**config.mk**
```make
export PLATFORM = sky130hd
export DESIGN_NAME = link_pipe
export DESIGN_NICKNAME = d
export VERILOG_FILES = /design/src/rtl/link_pipe_pkg.sv /design/src/rtl/link_pipe_stage.sv /design/src/rtl/link_pipe.sv
export SDC_FILE = /design/constraint.sdc
export NUM_CORES = 1
export LEC_CHECK = 0
export BUFFER_PORTS_ARGS = -buffer_cell sky130_fd_sc_hd__buf_4
export CAP_MARGIN = 20
export CELL_PAD_IN_SITES_DETAIL_PLACEMENT = 0
export CELL_PAD_IN_SITES_GLOBAL_PLACEMENT = 1
export CORE_MARGIN = 4
export CORE_UTILIZATION = 44
export DETAILED_ROUTE_END_ITERATION = 7
export GPL_TIMING_DRIVEN = 0
export HOLD_SLACK_MARGIN = 0.08
export PLACE_DENSITY = 0.81
export SLEW_MARGIN = 20
export SYNTH_ARGS = -nofsm -noshare
export SYNTH_HDL_FRONTEND = slang
export SYNTH_HIERARCHICAL = 1
export SYNTH_SLANG_ARGS = --single-unit
```
**constraint.sdc**
```tcl
create_clock -name clk -period 2.5 [get_ports clk]
set_input_delay 0.25 -clock clk [delete_from_list [all_inputs] [get_ports clk]]
set_output_delay 0.25 -clock clk [all_outputs]
set_load 0.02 [all_outputs]
```
**src/rtl/link_pipe_pkg.sv**
```systemverilog
// Shared constants and helpers for the elastic link register.
package link_pipe_pkg;

    localparam int LINK_DATA_WIDTH = 32;
    localparam int MAX_STAGES      = 8;

    // Occupancy must represent 0..2*stages inclusive.
    function automatic int occ_width(input int stages);
        return $clog2(2 * stages + 1);
    endfunction

endpackage

```
**src/rtl/link_pipe_stage.sv**
```systemverilog
// One main+skid elastic stage; up_ready is purely registered so stages
// chain without a combinational ready path.
module link_pipe_stage
    import link_pipe_pkg::*;
#(
    parameter int DATA_WIDTH = LINK_DATA_WIDTH
) (
    input  logic                  clk,
    input  logic                  rst,
    input  logic                  flush,
    input  logic                  up_valid,
    input  logic [DATA_WIDTH-1:0] up_data,
    output logic                  up_ready,
    output logic                  dn_valid,
    output logic [DATA_WIDTH-1:0] dn_data,
    input  logic                  dn_ready
);

    logic                  m_valid;
    logic                  s_valid;
    logic [DATA_WIDTH-1:0] m_data;
    logic [DATA_WIDTH-1:0] s_data;
    logic                  accept;

    assign up_ready = ~s_valid;
    assign dn_valid = m_valid;
    assign dn_data  = m_data;
    assign accept   = up_valid & ~s_valid;

    always_ff @(posedge clk) begin
        if (rst) begin
            m_valid <= 1'b0;
            s_valid <= 1'b0;
            m_data  <= '0;
            s_data  <= '0;
        end else if (flush) begin
            // Data registers keep their contents; only the valid bits clear.
            m_valid <= 1'b0;
            s_valid <= 1'b0;
        end else if (s_valid && dn_ready) begin
            m_data  <= s_data;
            m_valid <= 1'b1;
            s_valid <= 1'b0;
        end else if (accept && m_valid && !dn_ready) begin
            s_data  <= up_data;
            s_valid <= 1'b1;
        end else if (accept) begin
            m_data  <= up_data;
            m_valid <= 1'b1;
        end else if (m_valid && dn_ready) begin
            m_valid <= 1'b0;
        end
    end

endmodule

```
**src/rtl/link_pipe.sv**
```systemverilog
// Parametrised elastic link register: STAGES chained skid stages with
// synchronous flush and a registered occupancy count.
module link_pipe
    import link_pipe_pkg::*;
#(
    parameter int DATA_WIDTH = LINK_DATA_WIDTH,
    parameter int STAGES     = 2
) (
    input  logic                         clk,
    input  logic                         rst,
    input  logic                         flush,
    input  logic                         in_valid,
    input  logic [DATA_WIDTH-1:0]        in_data,
    output logic                         in_ready,
    output logic                         out_valid,
    output logic [DATA_WIDTH-1:0]        out_data,
    input  logic                         out_ready,
    output logic [occ_width(STAGES)-1:0] occupancy
);

    localparam int OW = occ_width(STAGES);

    if (STAGES < 1 || STAGES > MAX_STAGES) begin : g_bad_stages
        $error("link_pipe: STAGES=%0d outside legal range 1..%0d", STAGES, MAX_STAGES);
    end

    // Index k is the upstream side of stage k; index STAGES is the link output.
    logic [STAGES:0]                 vld;
    logic [STAGES:0]                 rdy;
    logic [STAGES:0][DATA_WIDTH-1:0] dat;

    assign vld[0]      = in_valid;
    assign dat[0]      = in_data;
    assign rdy[STAGES] = out_ready;

    for (genvar k = 0; k < STAGES; k++) begin : g_stage
        link_pipe_stage #(.DATA_WIDTH(DATA_WIDTH)) u_stage (
            .clk      (clk),
            .rst      (rst),
            .flush    (flush),
            .up_valid (vld[k]),
            .up_data  (dat[k]),
            .up_ready (rdy[k]),
            .dn_valid (vld[k+1]),
            .dn_data  (dat[k+1]),
            .dn_ready (rdy[k+1])
        );
    end

    assign in_ready  = rdy[0] & ~flush;
    assign out_valid = vld[STAGES];
    assign out_data  = dat[STAGES];

    logic accept;
    logic deliver;

    assign accept  = in_valid & in_ready;
    assign deliver = out_valid & out_ready;

    // Tracks the sum of all stage valid bits without an adder tree.
    always_ff @(posedge clk) begin
        if (rst || flush) begin
            occupancy <= '0;
        end else if (accept && !deliver) begin
            occupancy <= occupancy + OW'(1);
        end else if (deliver && !accept) begin
            occupancy <= occupancy - OW'(1);
        end
    end

endmodule

```
[Yosys cells after proc, flatten, opt, wreduce, memory -nomap -nowiden]
Index checks and enable logic that the tools add are counted.
Cells by class
  add/subtract/negate cells: 2
  equal/unequal tests: 2
  muxes and demuxes: 16
  bitwise logic cells: 10
  reductions and logical operators: 28
Operators with widths (count)
  32-bit 2-to-1 mux: 6
  3-bit AND reduction: 4
  1-bit logical AND: 10
  1-bit 2-to-1 mux: 8
  3-bit 2-to-1 mux: 2
  2-bit nonzero test: 3
  3-bit nonzero test: 2
  3-bit OR reduction: 2
  1-bit bitwise AND: 5
  1-bit NOT: 5
  2-bit by 1-bit != test with 1-bit output (second input constant): 2
  2-bit AND reduction: 2
  3-bit by 1-bit adder with 3-bit output (second input constant): 1
  1-bit zero test: 3
  3-bit by 1-bit subtractor with 3-bit output (second input constant): 1
  2-bit OR reduction: 1
  1-bit logical OR: 1
Word-level totals
  bits in registers: 135
  bits of input ports: 37
  output and inout bits: 37
  logic and storage cells: 67

[Logic depth before layout (Yosys ltp)]
  depth after elaboration: 7
  depth in mapped cells: 10
  gate-level depth less buffers: 9

[Cells and area by module]
The synthesis kept the hierarchy.
By module, submodules not included
  link_pipe_stage: times used 2, cells each 345, area each 3010.4 µm²
  link_pipe: times used 1, cells each 17, area each 168.9 µm²

[Least setup slack after synthesis]
Ideal clock, no wire load.
  path kind: register to register
  from: register g_stage[0].u_stage.s_valid
  to: register occupancy[2]
  arrival time: 2299 ps
  required time: 2414 ps
  slack: 115 ps
  stages on the path, launching flop included: 11
  path buffers: 1
  period minus slack after synthesis: 2385 ps
  cell sequence: dfxtp_1 -> buf_2 -> inv_1 -> nor2b_1 -> and2_1 -> ha_1 -> inv_1 -> fa_1 -> xor2_1 -> or3_1 -> a211oi_1
On the way
  word-level cells in the longest chain between the ends: 6
  elaborated cells on any way between the ends: 8
RTL lines
  from (decl): RTL line link_pipe_stage.sv:20  | logic s_valid;
  from (signal assigned): RTL line link_pipe_stage.sv:33  | s_valid <= 1'b0;
  from (signal assigned): RTL line link_pipe_stage.sv:39  | s_valid <= 1'b0;
  from (signal assigned): RTL line link_pipe_stage.sv:43  | s_valid <= 1'b0;
  1-bit NOT *: RTL line link_pipe_stage.sv:25  | assign up_ready = ~s_valid;
  net rdy[0]: RTL line link_pipe.sv:29  | logic [STAGES:0] rdy;
  1-bit bitwise AND *: RTL line link_pipe.sv:50  | assign in_ready = rdy[0] & ~flush;
  net in_ready: RTL line link_pipe.sv:14  | output logic in_ready,
  1-bit bitwise AND *: RTL line link_pipe.sv:57  | assign accept = in_valid & in_ready;
  1-bit zero test: RTL line link_pipe.sv:66  | end else if (deliver && !accept) begin
  1-bit logical AND: RTL line link_pipe.sv:66
  2-bit nonzero test (no source line)
  to (signal assigned): RTL line link_pipe.sv:65  | occupancy <= occupancy + OW'(1);
  to (signal assigned): RTL line link_pipe.sv:67  | occupancy <= occupancy - OW'(1);
  to (decl): RTL line link_pipe.sv:18  | output logic [occ_width(STAGES)-1:0] occupancy
Mark *: on every way through the listed nets, which the timed path passes. The rest lies on a longest branch.
A chain may end at the register's enable or synchronous reset.

[Worst setup path in the final report]
  from: register g_stage[0].u_stage.s_valid
  to: register occupancy[2]
On the way
  word-level cells in the longest chain between the ends: 6
  elaborated cells on any way between the ends: 8
RTL lines (RTL line)
  1-bit NOT *: link_pipe_stage.sv:25
  net rdy[0]: link_pipe.sv:29
  1-bit bitwise AND *: link_pipe.sv:50
  1-bit bitwise AND *: link_pipe.sv:57
  1-bit zero test: link_pipe.sv:66
  1-bit logical AND: link_pipe.sv:66
  2-bit nonzero test (no source line)
Marked as above.

==> results.md <==
* Initial Util at 0.448
* Worst path bufs/invs at 3
* Worst Skew at ~0.0068 ns
* Die area at ~16000 um^2
* Vias in the first global route at 5389
* Critical Path RT at about 2.8 ns
* # clock sinks at 135
* Synth Area in Adders at 0.00526
* Hold depth at 3
* Setup tns final at 0 ns
* DRC violations left at 0
* Post-CTS Setup Bufs at 0
* FF-to-FF path depth at 10
* Reg-to-Reg Start: g_stage[0].u_stage/s_valid
* Period utilization at 0.934
* Peak per-stage delay on the critical path at around 0.37 ns
* First drt pass iteration count at 5
* RR Endpoint: occupancy[2]
* First DRT Iteration DRCs at 416
* Levels on crit path at 10
* Final cell utilization of the core at 0.545
* Synth cell types at 29
* Setup slack at placement at 0.0665 ns
* RSZ-0062 raised after global routing: no
* Worst-path maximum fanout at 10
* Worst-Margin Slew at about 0.67 ns
* HPWL Detailed at about 13 mm
* CORE AREA at about 14000 um^2
* Port Buf Inserts at between 70 and 80
* Crit-path most repeated cell: inv_1
* Status: complete, no violations
* Core Rows at 43
* Avg WL per Cell at 17.1 um
* Hold Fails Final Rpt at 0
* Post-synthesis simple-gate area fraction at 0.163
* Worst path cell trace: buf_2 > inv_1 > nor2b_2 > and2_4 > ha_2 > inv_1 > fa_1 > xor2_1 > or3_1 > a211oi_1
* CTS tree: done
* Share of cells above drive strength 1 at 0.239
* Crit-path leading delay family: simple AND/OR/NAND/NOR gates
* Seq cells post-synth at 135
* R2r setup slk at between 0.15 and 0.2 ns
* Critical-path top delay cell: fa_1
* Sequential area share after synthesis at 0.437
* Largest net degree at the start of global routing at 23
* CP startpoint kind: register
* XOR/XNOR Fraction of Synth Area at 0.00283
* Peak supply drop at 441 uV
* Relative slew slack at 0.552
* Syn nets at ~750
* Syn-to-layout area delta at 21.7%
* Nets at around 840
* Detail Route Antenna Nets at 0
* Max Clock Freq at between 0.4 and 0.5 GHz
* Congestion Overflow GR at 0
* Root Driver: clkbuf_16
* Max_cap viols at 0
* Period minus WS final at about 2.3 ns
* Leak Pwr at roughly 2.5 nW
* Die height at around 130 um
* Slew Limit Fails at 0
* Largest family of logic cells by synthesized area: compound AO/OA/AOI/OAI gates
* Mux contribution to synthesized area at 0.00162
* Clock buffer depth at 2
* Crit Path Class: register to register
* Reg clk slew, reported paths at about 0.05 ns
* # IOs at 74
* First-pass GRT wire length at around 27 mm
* Vias at 5636
* Die X at ~130 um
* Global Route Usage Sum at 0.208
* Later-pin clock latency in the skew report at 0.41 ns
* Synth Flop Type: dfxtp_1
* PD cells at ~670 nW/um^2
* Final setup viols at 0
* Async set-reset flop share out of synthesis at 0
* Post-synthesis compound-gate area fraction at 0.321
* CP Capture Type: register
* Antenna Cells at 0
* Critical Path AT at ~2.7 ns
* Yosys warns at 6
* Final wirelength at approximately 17 mm
* Syn_area_per_cell at 8.75 um^2
* Final worst slack at 0.165 ns
* Post-synth EDFFs at 0
* Post-synthesis instance area at ~6200 um^2
* H-tree depth at 4
* Routability cong. at 0.845
* Vias per Instance at 5.68
* TritonCTS Buffers at 17
* Hold path start: in_data[17]
* Worst hold endpoint: g_stage[0].u_stage/s_data[17]
* Initial antenna violation count at 0
* Hold Crit Class: input pin to register
* Cells after Synth at just over 700
[tightest hold or removal path: stages]
cell     delay [ns]
buf_4          0.12
nand3_1        0.05
a21oi_1        0.05
[metrics by stage]
step,power (W),area [um^2],cells,hold slack (ns)
finish,0.00504,7530,992,0.105
floorplan,0.00257,6190,707,0.323
CTS,0.00507,7530,992,0.0885
detailed placement,0.00275,6960,960,0.469
global placement,0.00274,6960,960,0.463
global route,0.00521,7530,992,0.107
[cell usage after synthesis (3+ instances only)]
library cell    n  area [um^2]
a211oi_1        3         22.5
buf_4           6         45.0
a311oi_1        4         35.0
nor2b_1         3         18.8
dfxtp_1       135         2700
nand2_1        67          251
o21ai_0        55          275
clkbuf_1       52          195
inv_1           5         18.8
a21oi_1       132          661
nand3_1       128          641
buf_6           8         90.1
a311oi_2       60          901
buf_2          14         70.1
o21ai_1        10         50.1
buf_1           4         15.0
[worst max path at each step]
stage,startpoint,endpoint,slack [ns]
floorplan,g_stage[0].u_stage/s_valid,occupancy[2],0.12
global placement,g_stage[0].u_stage/s_valid,occupancy[2],0.12
detailed placement,g_stage[0].u_stage/s_valid,occupancy[2],0.07
CTS,g_stage[0].u_stage/s_valid,occupancy[2],0.05
global route,g_stage[0].u_stage/s_valid,occupancy[2],0.03
finish,g_stage[0].u_stage/s_valid,occupancy[2],0.16
[per-layer routing]
| layer | track usage | vias up | share of wire | wire [um] |
|---|---|---|---|---|
| met2 | 0.322 | 192 | 0.46 | 7820 |
| met4 | 0.0757 | 0 | 0.015 | 250 |
| met3 | 0.0383 | 23 | 0.062 | 1050 |
| met1 | 0.292 | 2628 | 0.46 | 7840 |
| met5 | 0 | - | 0 | 0 |
| li1 | - | 2793 | - | - |
[power by group]
group          total, W  leakage, nW  internal, W  switching (W)
combinational  0.000445         1.17     0.000177       0.000268
sequential      0.00226         1.10      0.00221      0.0000529
clock           0.00233        0.278      0.00148       0.000852
total           0.00504         2.55      0.00387        0.00117
[what timing repair did]
item / CTS / global route
setup endpoints to repair: 0 / 1
gates resized for setup: 0 / 3
hold buffers: 0 / 0
[cells by family (layout without fill, tap and decap cells)]
family / count (synthesis) / after routing
mux: 1 / 1
simple gates: 210 / 210
xor+xnor: 2 / 2
flops: 135 / 135
buf+inv: 89 / 194
fa+ha+maj: 2 / 2
compound gates: 268 / 268
[state kept, by name (all words and copies together) (netlist names)]
signal / count
g_stage.u_stage/dn_data: 64
occupancy: 3
g_stage.u_stage/s_data: 64
g_stage.u_stage/s_valid: 2
g_stage.u_stage/dn_valid: 2
[final cells by class]
type	count	area [um^2]
Clock inverter	1	5.00
Sequential cell	135	2700
Clock buffer	31	558
Buffer	84	415
Inverter	5	18.8
Tap cell	180	225
Fill cell	1271	6290
Timing Repair Buffer	73	548
Multi-Input combinational cell	483	3060
[placed cells by master (no fill, tap or decap), types with 4 or more instances in the layout]
| cell | Yosys | layout |
|---|---|---|
| buf_2 | 14 | 14 |
| a21oi_1 | 132 | 132 |
| buf_4 | 6 | 79 |
| a311oi_2 | 60 | 60 |
| o21ai_1 | 10 | 10 |
| clkbuf_8 | 0 | 8 |
| a311oi_1 | 4 | 4 |
| buf_6 | 8 | 8 |
| inv_1 | 5 | 5 |
| clkbuf_1 | 52 | 58 |
| nand3_1 | 128 | 128 |
| dfxtp_1 | 135 | 135 |
| buf_1 | 4 | 4 |
| clkbuf_16 | 0 | 17 |
| o21ai_0 | 55 | 55 |
| nand2_1 | 67 | 67 |
Note: power is estimated with default switching activity, not from simulation.
